<file path="config.mk">
export PLATFORM = sky130hd
export DESIGN_NAME = dr_zero_count_mod
export DESIGN_NICKNAME = d
export VERILOG_FILES = /design/src/rtl/dr_zero_count_mod.sv
export SDC_FILE = /design/constraint.sdc
export NUM_CORES = 1
export LEC_CHECK = 0
export BUFFER_PORTS_ARGS = -buffer_cell sky130_fd_sc_hd__buf_2
export CORE_AREA = 2 2 39 41
export CTS_CLUSTER_SIZE = 30
export DETAILED_ROUTE_END_ITERATION = 10
export DIE_AREA = 0 0 41 43
export PLACE_DENSITY_LB_ADDON = 0.08
export SKIP_CTS_REPAIR_TIMING = 1
export SYNTH_ARGS = -nofsm -noshare
export SYNTH_HDL_FRONTEND = slang
export SYNTH_SLANG_ARGS = --single-unit
</file>
<file path="constraint.sdc">
create_clock -name clk -period 2.1 [get_ports clk]
set_input_delay 0.42 -clock clk [delete_from_list [all_inputs] [get_ports clk]]
set_output_delay 0.42 -clock clk [all_outputs]
set_load 0.05 [all_outputs]
</file>
<file path="src/rtl/dr_zero_count_mod.sv">
// rtl/dr_zero_count_mod.sv - dual-rail four-phase token counter modulo MODULUS with dual-rail result/ack
module dr_zero_count_mod #(
    parameter int MODULUS     = 2,
    parameter int SYNC_STAGES = 2,
    localparam int CW         = $clog2(MODULUS)
) (
    input  logic          clk,
    input  logic          rst,
    input  logic          bit0,
    input  logic          bit1,
    input  logic          count_ones,
    output logic          parity0,
    output logic          parity1,
    output logic [CW-1:0] count,
    output logic          err
);

    typedef enum logic {
        IDLE = 1'b0,
        HOLD = 1'b1
    } state_t;

    localparam logic [CW-1:0] CNT_MAX = CW'(MODULUS - 1);

    logic [SYNC_STAGES-1:0] sync0_q, sync0_d;
    logic [SYNC_STAGES-1:0] sync1_q, sync1_d;
    state_t                 state_q, state_d;
    logic [CW-1:0]          count_q, count_d;
    logic                   parity0_q, parity0_d;
    logic                   parity1_q, parity1_d;
    logic                   err_q, err_d;

    logic          s0, s1;
    logic          counted;
    logic [CW-1:0] count_next;

    // Rails enter at the LSB and shift toward the MSB, which feeds the FSM.
    always_comb begin
        sync0_d = {sync0_q[SYNC_STAGES-2:0], bit0};
        sync1_d = {sync1_q[SYNC_STAGES-2:0], bit1};
    end

    assign s0 = sync0_q[SYNC_STAGES-1];
    assign s1 = sync1_q[SYNC_STAGES-1];

    always_ff @(posedge clk or posedge rst) begin
        if (rst) begin
            sync0_q   <= '0;
            sync1_q   <= '0;
            state_q   <= IDLE;
            count_q   <= '0;
            parity0_q <= 1'b0;
            parity1_q <= 1'b0;
            err_q     <= 1'b0;
        end else begin
            sync0_q   <= sync0_d;
            sync1_q   <= sync1_d;
            state_q   <= state_d;
            count_q   <= count_d;
            parity0_q <= parity0_d;
            parity1_q <= parity1_d;
            err_q     <= err_d;
        end
    end

    // A rail swap in HOLD keeps exactly one rail high, so it never leaves HOLD.
    always_comb begin
        state_d = state_q;
        case (state_q)
            IDLE: if (s0 ^ s1) state_d = HOLD;
            HOLD: if (!s0 && !s1) state_d = IDLE;
            default: state_d = IDLE;
        endcase
    end

    always_comb begin
        counted    = count_ones ? s1 : s0;
        count_next = count_q;
        if (counted) begin
            count_next = (count_q == CNT_MAX) ? '0 : count_q + 1'b1;
        end
    end

    always_comb begin
        count_d   = count_q;
        parity0_d = parity0_q;
        parity1_d = parity1_q;
        err_d     = err_q;
        case (state_q)
            IDLE: begin
                parity0_d = 1'b0;
                parity1_d = 1'b0;
                if (s0 ^ s1) begin
                    count_d   = count_next;
                    parity1_d = (count_next == '0);
                    parity0_d = (count_next != '0);
                end else if (s0 && s1) begin
                    err_d = 1'b1;
                end
            end
            HOLD: begin
                if (s0 && s1) begin
                    err_d = 1'b1;
                end else if (!s0 && !s1) begin
                    parity0_d = 1'b0;
                    parity1_d = 1'b0;
                end
            end
            default: begin
                parity0_d = 1'b0;
                parity1_d = 1'b0;
            end
        endcase
    end

    assign parity0 = parity0_q;
    assign parity1 = parity1_q;
    assign count   = count_q;
    assign err     = err_q;

endmodule

</file>
**Yosys cells after proc, flatten, opt, wreduce, memory -nomap -nowiden**

Cells that the tools add are included.

- Bitwise gates (word level): 3
- Eq/ne operators: 3
- Multiplexer cells: 15
- $add $sub $neg: 1
- Reduce and logical (&&, ||, !) cells: 6

Operators by type and width:

| operator | count |
|---|---|
| 2-to-1 mux 1 bit | 11 |
| case mux 1 bit (2 select lines) | 4 |
| inequality test 2 bit, second input constant | 2 |
| AND reduction 2 bit | 2 |
| logical AND 1 bit | 2 |
| logical NOT 1 bit | 2 |
| inequality test 2 x 1 -> 1 bit, second input constant | 1 |
| NOT 1 bit | 2 |
| adder 1 bit, second input constant | 1 |
| XOR 1 bit | 1 |

- Bits in registers: 9
- Output and inout bits: 4

**Logic depth before layout (Yosys ltp)**

- Depth in word-level cells: 6
- Mapped depth: 5
- Depth with buffers taken out: 5

**Least setup slack after synthesis**

Ideal clock, no wire load.

- Path type: register -> register
- Start point: register sync0_q[1]
- End point: register parity0_q (netlist: parity0)
- Clock period less this slack: 1139 ps
- Required time: 1978 ps
- Stages on the path, launching flop included: 6
- Setup time: 122 ps
- Data arrival time: 1017 ps
- Slack: 961 ps
- Cells stage by stage: dfrtp_1 > inv_1 > ha_1 > nand2b_1 > inv_1 > a32o_1

- Cells in the longest elaborated chain, start to end: 4
- Elaborated cells on any way between the ends: 11
- Classes of those cells: 2 x eq/ne; 4 x mux; 1 x bitwise; 4 x reduce/logical

RTL lines:

| what | RTL line | text |
|---|---|---|
| from (decl) | 25 | `logic [SYNC_STAGES-1:0] sync0_q, sync0_d;` |
| from (signal assigned) | 56 | `sync0_q <= sync0_d;` |
| 2-to-1 mux 1 bit or logical NOT 1 bit (tied branches) | 77, 104 |  |
| 2-to-1 mux 1 bit or logical AND 1 bit (tied branches) | 79, 104 |  |
| 2-to-1 mux 1 bit or inequality test 2 x 1 -> 1 bit (tied branches) | - |  |
| case mux 1 bit (2 select lines) or AND reduction 2 bit (tied branches) | - |  |
| to (signal assigned) | 60 | `parity0_q <= parity0_d;` |
| to (decl) | 29 | `logic parity0_q, parity0_d;` |

Several ways; a longest one is shown, not always the timed one.
A chain may end at the register's enable or synchronous reset.

**Final worst setup path**

- Start point: register count_q (netlist: count)
- End point: output port count

RTL lines:

| what | RTL line | text |
|---|---|---|
| from (decl) | 28 | `logic [CW-1:0] count_q, count_d;` |
| from (signal assigned) | 59 | `count_q <= count_d;` |
| to (decl) | 14 | `output logic [CW-1:0] count,` |

No word-level cell between the ends.

==> impl_metrics.py <==
metrics = {
    "synth": {
        "syn-num-nets": 34,
        "synth_compound_area_share_pct": 7.97,
        "synthCells": 27,
        "synth_common_cells": "dfrtp_1 (9), inv_1 (5), ha_1 (2), nand2b_1 (2), o21ai_0 (2)",
        "yosysSeqAreaShare_pct": 65.2,
        "syn_area_per_cell_um2": 12.8,
        "synth_cell_type_count": 12,
        "synth-xor-area-share_pct": 5.07,
        "ys_warn_count": 0,
        "ys_seq_elements": 9,
        "synth_top_area_share_pct": 65.2,
        "ys.flop_type": "dfrtp_1",
        "syn_area_um2": 345,
        "synthAdderAreaFrac_pct": 7.25,
        "synthMuxAreaShare_pct": 2.90,
        "yosys.area.top_type": "dfrtp_1",
        "synth_edf_count": 0,
        "synth_most_common_cell": "dfrtp_1",
        "ys_async_sr_fraction_pct": 100,
        "ys_top_cells_by_area": "dfrtp_1 (65%), ha_1 (7.2%), inv_1 (5.4%), nand2b_1 (3.6%), a32o_1 (2.9%)",
        "synthSimpleGateAreaFrac_pct": 6.16,
        "synth_top_family_by_area": "compound AO/OA/AOI/OAI gates",
    },
    "timing": {
        "max_freq_ghz": 0.744,
        "whs_ns": 0.109,
        "slew_viol_final": 0,
        "min_period_ns": 1.34,
        "fin_skew_ns": 0.00750,
        "slew_headroom_pct": 76.8,
        "rsz0062_at_grt": "false",
        "finalCritPeriodShare_pct": 64.0,
        "setup_viol": 0,
        "hold_violations": 0,
        "worst_pin_slew_ns": 0.348,
        "finalWorstSetupSlack_ns": 0.755,
        "finalSetupTns_ns": 0,
    },
    "placed_design": {
        "place_area_um2": 405,
        "dpl.hpwl_um": 420,
        "place_ws_ns": 0.860,
        "place_congestion": 0.612,
        "io_buffers": 8,
        "dp_cells": 51,
    },
    "global_routing": {
        "grt_pass1_vias": 242,
        "grt_pass1_wl_um": 931,
        "grt-ovfl-total": 0,
        "grt_util_all_layers_pct": 8.53,
        "grt_max_degree": 10,
        "antenna_found_initial": 0,
    },
    "critical_path": {
        "worstPathMaxFanout": 3,
        "r2r-end": "parity0",
        "crit_required_ns": 1.68,
        "crit_path_end_kind": "primary output",
        "cpMaxStageDelayCell": "dfrtp_1",
        "cpLargestDelayFamily": "flip-flops",
        "critPathBufInv": 1,
        "worst_r2r_path_depth": 5,
        "max_stage_delay_ns": 0.38,
        "start_kind": "flop",
        "cp.arrival_ns": 0.92,
        "reg2reg_slack_ns": 0.86,
        "critPathKind": "reg -> out",
        "crit-reg2reg-launch": "sync0_q[1]",
        "worstPathCellList": "buf_2",
    },
    "flow_run": {
        "maxCapViolCount": 0,
    },
    "clock_tree": {
        "cts_buffers": 3,
        "cts.htree.levels": 1,
        "cts_tree": "yes",
        "cts.sinks": 9,
        "path_clk_slew_ns": 0.06,
        "cts_root_buffer": "clkbuf_4",
        "cts_buffer_depth": 2,
        "clk_latency_ns": 0.26,
    },
    "die": {
        "ioPinCount": 9,
        "dieHeight_um": 43,
        "num_rows": 14,
        "fp.dieArea_um2": 1760,
        "die_width_um": 41,
        "core_area_um2": 1380,
        "start_util_pct": 25.0,
    },
    "layout": {
        "utilization_pct": 31.3,
        "final_area_um2": 433,
        "layoutNonFillerInstCount": 55,
        "filler_cell_count": 143,
        "final_nets": 47,
        "drive_gt1_share_pct": 30.8,
        "antenna_cells": 0,
        "area_growth_pct": 25.4,
    },
    "drt": {
        "wire_per_inst_um": 9.31,
        "drtIter0Drc": 1,
        "firstDrtPassIters": 2,
        "num_vias": 228,
        "routed_wl_um": 512,
        "drcViolationCount": 0,
        "ant_nets": 0,
        "avgViaCountPerCell": 4.15,
    },
    "power": {
        "irDropWorstVdd_v": 0.000306,
        "power.density_nw_per_um2": 1290,
        "power.leakage_nw": 0.228,
        "power.total_uw": 559,
    },
    "worst_hold_path": {
        "hp-class": "in -> async",
    },
    "run_status": {
        "status": "finished clean",
    },
}
[where the power goes]
| group | switching (mW) | internal (mW) | total, mW | leakage, nW |
|---|---|---|---|---|
| clock network | 0.0585 | 0.0701 | 0.129 | 0.0177 |
| logic | 0.140 | 0.0520 | 0.192 | 0.105 |
| registers | 0.0270 | 0.212 | 0.239 | 0.105 |
| total | 0.225 | 0.334 | 0.559 | 0.228 |
[layout make-up]
class,instances,area (µm²),area share [%]
Timing Repair Buffer,8,40.0,9.25
Inverter,5,18.8,4.34
Sequential cell,9,225,52.0
Clock buffer,3,22.5,5.20
Multi-Input combinational cell,13,101,23.4
Tap cell,16,20.0,4.62
Clock inverter,1,5.00,1.16
[worst max path at each step]
stage / startpoint / to / slack [ns] / cells past startpoint
4_1_cts: count / count / 0.73 / 1
3_3_place_gp: count_ones / parity0 / 0.88 / 4
3_5_place_dp: count_ones / parity0 / 0.86 / 4
6_report: count / count / 0.76 / 1
2_1_floorplan: sync0_q[1] / parity0 / 0.96 / 5
5_1_grt: count / count / 0.71 / 1
[sequential cells by signal, summed over array words and instances (netlist names)]
signal	flops
err	1
count	1
parity0	1
state_q	1
parity1	1
sync1_q	2
sync0_q	2
[per-layer routing]
layer / part of all wire [%] / up-vias / GRT usage (%) / routed length, µm
met5: 0 / - / 0 / 0
met4: 0 / 0 / 6.00 / 0
met2: 54 / 9 / 12.5 / 277
met1: 37 / 109 / 7.67 / 190
met3: 8.4 / 0 / 6.28 / 43
li1: - / 110 / - / -
[cells in the final DEF (no fill, tap or decap), types with 2 or more instances in the layout]
cell type,synthesis,routed
inv_1,5,5
o21ai_0,2,2
nand2b_1,2,2
dfrtp_1,9,9
ha_1,2,2
buf_2,0,8
clkbuf_4,0,3
[kinds of logic (layout without fill, tap and decap cells)]
kind of cell	Yosys count	after routing
flops	9	9
fa+ha+maj	2	2
buf+inv	5	17
mux	1	1
xor+xnor	2	2
compound gates	4	4
simple gates	4	4
No activity file was read; power rests on OpenSTA's default activity.
